`src/rtl/byte_serial_add_seq.sv`:
```
`default_nettype none
// ============================================================================
//  Module   : byte_serial_add_seq
//  Purpose  : Byte-serial NBYTES-wide add/subtract, LSB first, with carry chain
//             and valid/ready handshakes on operand and result streams.
//  Revision : 1.0  initial release
// ============================================================================
module byte_serial_add_seq #(
    parameter int NBYTES = 4
) (
    input  logic       clk,
    input  logic       rst_n,
    input  logic       ena,
    input  logic       start,
    input  logic       sub,
    input  logic       in_valid,
    output logic       in_ready,
    input  logic [7:0] a_byte,
    input  logic [7:0] b_byte,
    output logic [7:0] sum_byte,
    output logic       sum_valid,
    input  logic       sum_ready,
    output logic       cout,
    output logic       busy,
    output logic       done
);

    localparam int            CW   = (NBYTES > 1) ? $clog2(NBYTES) : 1;
    localparam logic [CW-1:0] LAST = CW'(NBYTES - 1);

    typedef enum logic [1:0] {
        S_IDLE  = 2'd0,
        S_RUN   = 2'd1,
        S_FLUSH = 2'd2,
        S_DONE  = 2'd3
    } state_t;

    state_t        state_q;
    logic [CW-1:0] count_q;
    logic          carry_q;
    logic          sub_q;
    logic [7:0]    sum_q;
    logic          sum_valid_q;
    logic          cout_q;
    logic          done_q;

    logic          accept;
    logic          drain;
    logic [8:0]    add_res;

    // Output register is one deep: a new byte may load while the old one drains.
    assign in_ready = ena & (state_q == S_RUN) & (~sum_valid_q | sum_ready);
    assign accept   = in_valid & in_ready;
    assign drain    = ena & sum_valid_q & sum_ready;
    assign add_res  = {1'b0, a_byte} + {1'b0, (sub_q ? ~b_byte : b_byte)} + {8'd0, carry_q};

    always_ff @(posedge clk) begin
        if (!rst_n) begin
            state_q     <= S_IDLE;
            count_q     <= '0;
            carry_q     <= 1'b0;
            sub_q       <= 1'b0;
            sum_q       <= 8'd0;
            sum_valid_q <= 1'b0;
            cout_q      <= 1'b0;
            done_q      <= 1'b0;
        end else if (ena) begin
            done_q <= 1'b0;

            if (accept) begin
                sum_q       <= add_res[7:0];
                carry_q     <= add_res[8];
                sum_valid_q <= 1'b1;
            end else if (drain) begin
                sum_valid_q <= 1'b0;
            end

            case (state_q)
                S_IDLE: begin
                    if (start) begin
                        state_q <= S_RUN;
                        count_q <= '0;
                        sub_q   <= sub;
                        carry_q <= sub;
                    end
                end
                S_RUN: begin
                    if (accept) begin
                        if (count_q == LAST) begin
                            cout_q  <= add_res[8];
                            count_q <= '0;
                            state_q <= S_FLUSH;
                        end else begin
                            count_q <= count_q + CW'(1);
                        end
                    end
                end
                S_FLUSH: begin
                    if (!sum_valid_q || sum_ready) begin
                        state_q <= S_DONE;
                        done_q  <= 1'b1;
                    end
                end
                default: begin
                    state_q <= S_IDLE;
                end
            endcase
        end
    end

    assign sum_byte  = sum_q;
    assign sum_valid = sum_valid_q;
    assign cout      = cout_q;
    assign busy      = (state_q != S_IDLE);
    assign done      = done_q;

endmodule
`default_nettype wire
```
`config.mk`:
```
export PLATFORM = sky130hd
export DESIGN_NAME = byte_serial_add_seq
export DESIGN_NICKNAME = d
export VERILOG_FILES = /design/src/rtl/byte_serial_add_seq.sv
export SDC_FILE = /design/constraint.sdc
export NUM_CORES = 1
export LEC_CHECK = 0
export BUFFER_PORTS_ARGS = -buffer_cell sky130_fd_sc_hd__buf_2
export CAP_MARGIN = 20
export CORE_UTILIZATION = 35
export DETAILED_ROUTE_END_ITERATION = 8
export PLACE_DENSITY = 0.57
export REMOVE_ABC_BUFFERS = 1
export SETUP_SLACK_MARGIN = 0.5
export SLEW_MARGIN = 40
export SYNTH_ARGS = -nofsm -noshare
export SYNTH_HDL_FRONTEND = slang
export SYNTH_SLANG_ARGS = --single-unit
```
`constraint.sdc`:
```
create_clock -name clk -period 6.27 [get_ports clk]
set_input_delay 0 -clock clk [delete_from_list [all_inputs] [get_ports clk]]
set_output_delay 0 -clock clk [all_outputs]
set_load 0.05 [all_outputs]
```
==> summary.txt <==
Status
  • Run status: finished clean

Timing
  • Final setup vio count: 0
  • Fin crit share: 0.3979
  • RSZ-0062 raised after global routing: false
  • Slew Viols, Final: 0
  • Layout Skew: a little under 0.004 ns
  • Worst-Margin Slew: 0.4794 ns
  • Fmax: 400.8 MHz
  • Final setup margin: around 3.8 ns
  • TNS Setup: 0 ns
  • Max-slew headroom: 0.6800
  • Final Critical Period: around 2.5 ns
  • Final Hold Viols: 0

Floorplan
  • Core area: about 0.0032 mm^2
  • Io pins: 36
  • Horiz. Die Dim: ~60 um
  • Die ar.: 0.003659 mm^2
  • Die Span Y: 60.49 um
  • FP Rows: 20
  • Initial Util: 0.3798

Placed design
  • Detail Placement HPWL: 2081 um
  • Placer Congestion: between 0.7 and 0.8
  • Post-place setup slack: 3.774 ns
  • PortBufs: 35

Power
  • Sw frac: 0.3620
  • P_sw: 0.09942 mW
  • Maximum vdd ir drop: 0.05684 mV
  • Combinational share of power: 0.360
  • Pwr dens: between 150 and 200 mW/mm^2
  • P_leak: ~0.67 nW
  • Clk pwr share: 0.217
  • Tot Pwr: between 0.2 and 0.3 mW
  • Int Pwr: approximately 0.18 mW
  • Sequential share of power: 0.424

Clock network
  • Setup Fix Bufs, Post-CTS: 0
  • CTS tree: built
  • Clock buffer depth: 2
  • Worst-path clk slew: around 0.090 ns
  • CTS sink count: 17
  • CTS root buffer: clkbuf_4
  • H-tree depth: 1
  • Post-CTS Hold Fix Bufs: 0
  • TritonCTS Buffers: 3
  • Clock latency at the later pin of the worst-skew pair: 0.29 ns
  • Post-CTS Resized: 0

Worst setup path
  • CP Launch Type: flop
  • Worst reg-to-reg setup slack: ~3.8 ns
  • Worst EP required: roughly 6.5 ns
  • CP Max Fanout: 9
  • CP endpoint kind: flop
  • Crit path DAT: 2.68 ns
  • Setup CP Type: flop to flop

Routing
  • DRT iter0 DRCs: 64
  • Vias post-DR: ~1100
  • Router iterations before antenna repair: 4
  • # DRC: 0
  • Wire per inst: around 12 um
  • Final wirelength: 2668 um
  • Post-route antenna net violation count: 0
  • Vias/cell: between 5 and 6

Synth
  • Synth top area cells: dfxtp_1, ha_1, a21oi_1, xor2_1, nand2b_1
  • Number of distinct library cells after synthesis: 36
  • Cell taking the most area after synthesis: dfxtp_1
  • Yosys warns: 0
  • Sequential area share after synthesis: 0.2842
  • Post-synth EDFFs: 0
  • Top cell type's share of synthesized area: 0.2842
  • Syn_area_per_cell: 8.315 um^2
  • Yosys reg bits: 17
  • Post-Syn Instances: roughly 140
  • Async set or reset register ratio after synthesis: 0
  • Cell area after synthesis: about 0.0012 mm^2
  • Predominant post-synthesis flop cell: dfxtp_1

Global routing
  • Vias in the first global route: about 1100
  • First-pass GRT wire length: approximately 4600 um
  • Gr usage total: 0.1675
  • Initial antenna violation count: 0
  • Pin count of the biggest net entering global routing: 15
  • Total global routing overflow: 0

Cells and area
  • # diodes: 0
  • Area delta synth->final: 19.33%
  • Fillers: 330
  • Commonest non-fill, non-tap cells in the layout: buf_2, dfxtp_1, a21oi_1
  • Share of cells above drive strength 1: 0.2472
  • Total Nets Final: about 220
  • Commonest non-fill, non-tap cell in the layout: buf_2

Min path
  • HP Class: input port to flop

Run
  • Max Cap Viol: 0
routing by layer:
metal,up-vias,GRT usage,share of wire
met2,30,0.2779,0.47
met5,-,0,0
met3,4,0.02132,0.038
li1,574,-,-
met4,0,0.08766,0.020
met1,514,0.2125,0.47
sequential cells by signal, indices dropped and copies added (netlist names):
| name | flops |
|---|---|
| cout | 1 |
| done | 1 |
| count_q | 2 |
| sub_q | 1 |
| sum_valid | 1 |
| sum_byte | 8 |
| carry_q | 1 |
| state_q | 2 |
cells by family (layout without fill, tap and decap cells):
| group | after synthesis | after routing | synth area share |
|---|---|---|---|
| flops | 17 | 17 | 0.2842 |
| mux | 1 | 1 | 0.008360 |
| simple gates | 53 | 53 | 0.2372 |
| compound gates | 37 | 37 | 0.2069 |
| buf+inv | 14 | 48 | 0.04911 |
| xor+xnor | 9 | 9 | 0.06583 |
| fa+ha+maj | 13 | 13 | 0.1484 |
power by group through the flow:
| stage | clock network (mW) | logic, mW | registers [mW] |
|---|---|---|---|
| CTS | 0.0615 | 0.0991 | 0.117 |
| global route | 0.0650 | 0.111 | 0.117 |
| global placement | 0 | 0.0976 | 0.119 |
| detailed placement | 0 | 0.0983 | 0.119 |
| finish | 0.0595 | 0.0987 | 0.116 |
| floorplan | 0 | 0.0648 | 0.126 |
path summary, 6_finish.rpt:
check	startpoint	to	depth (start not counted)
hold reg to reg	sum_byte[3]	sum_byte[3]	2
setup reg to reg	sub_q	carry_q	9
hold / removal	rst_n	carry_q	2
setup / recovery	sub_q	carry_q	9
through the flow:
step | util | cell area, um^2 | hold slack, ns | instances
2_1_floorplan | - | 1172 | 0.1150 | 139
3_3_place_gp | 0.4448 | 1403 | 0.3201 | 218
3_5_place_dp | 0.4448 | 1403 | 0.3320 | 218
4_1_cts | 0.4532 | 1429 | 0.01470 | 222
5_1_grt | 0.4532 | 1429 | 0.01814 | 222
6_report | 0.4532 | 1429 | 0.01815 | 222
critical path: stages, from the launching register on:
cell and delay, ns:
dfxtp_1 0.63, xor2_1 0.15, fa_1 0.40, inv_1 0.08
fa_1 0.17, nand2b_1 0.14, a21oi_1 0.12, o41ai_2 0.37
nor2_1 0.09, o31a_1 0.24
final cells by class:
cell class	count	area (um^2)	share of cell area
Multi-Input combinational cell	113	798.3	0.5587
Sequential cell	17	340.3	0.2382
Timing Repair Buffer	35	175.2	0.1226
Tap cell	44	55.05	0.03853
Inverter	9	33.78	0.02364
Clock buffer	4	26.28	0.01839
Yosys cell counts (2+ instances only):
master     n
dfxtp_1   17
inv_1      9
xor2_1     9
a21oi_1   16
o21ai_0    6
nor2_1    11
or3_1      2
nand2_1   11
ha_1      11
nand2b_1   8
buf_2      2
clkbuf_1   2
o31ai_1    2
fa_1       2
a211oi_1   2
nand3_1   10
o211ai_1   2
and2_1     3
and3_1     2
Power figures use the tool's default switching activity.
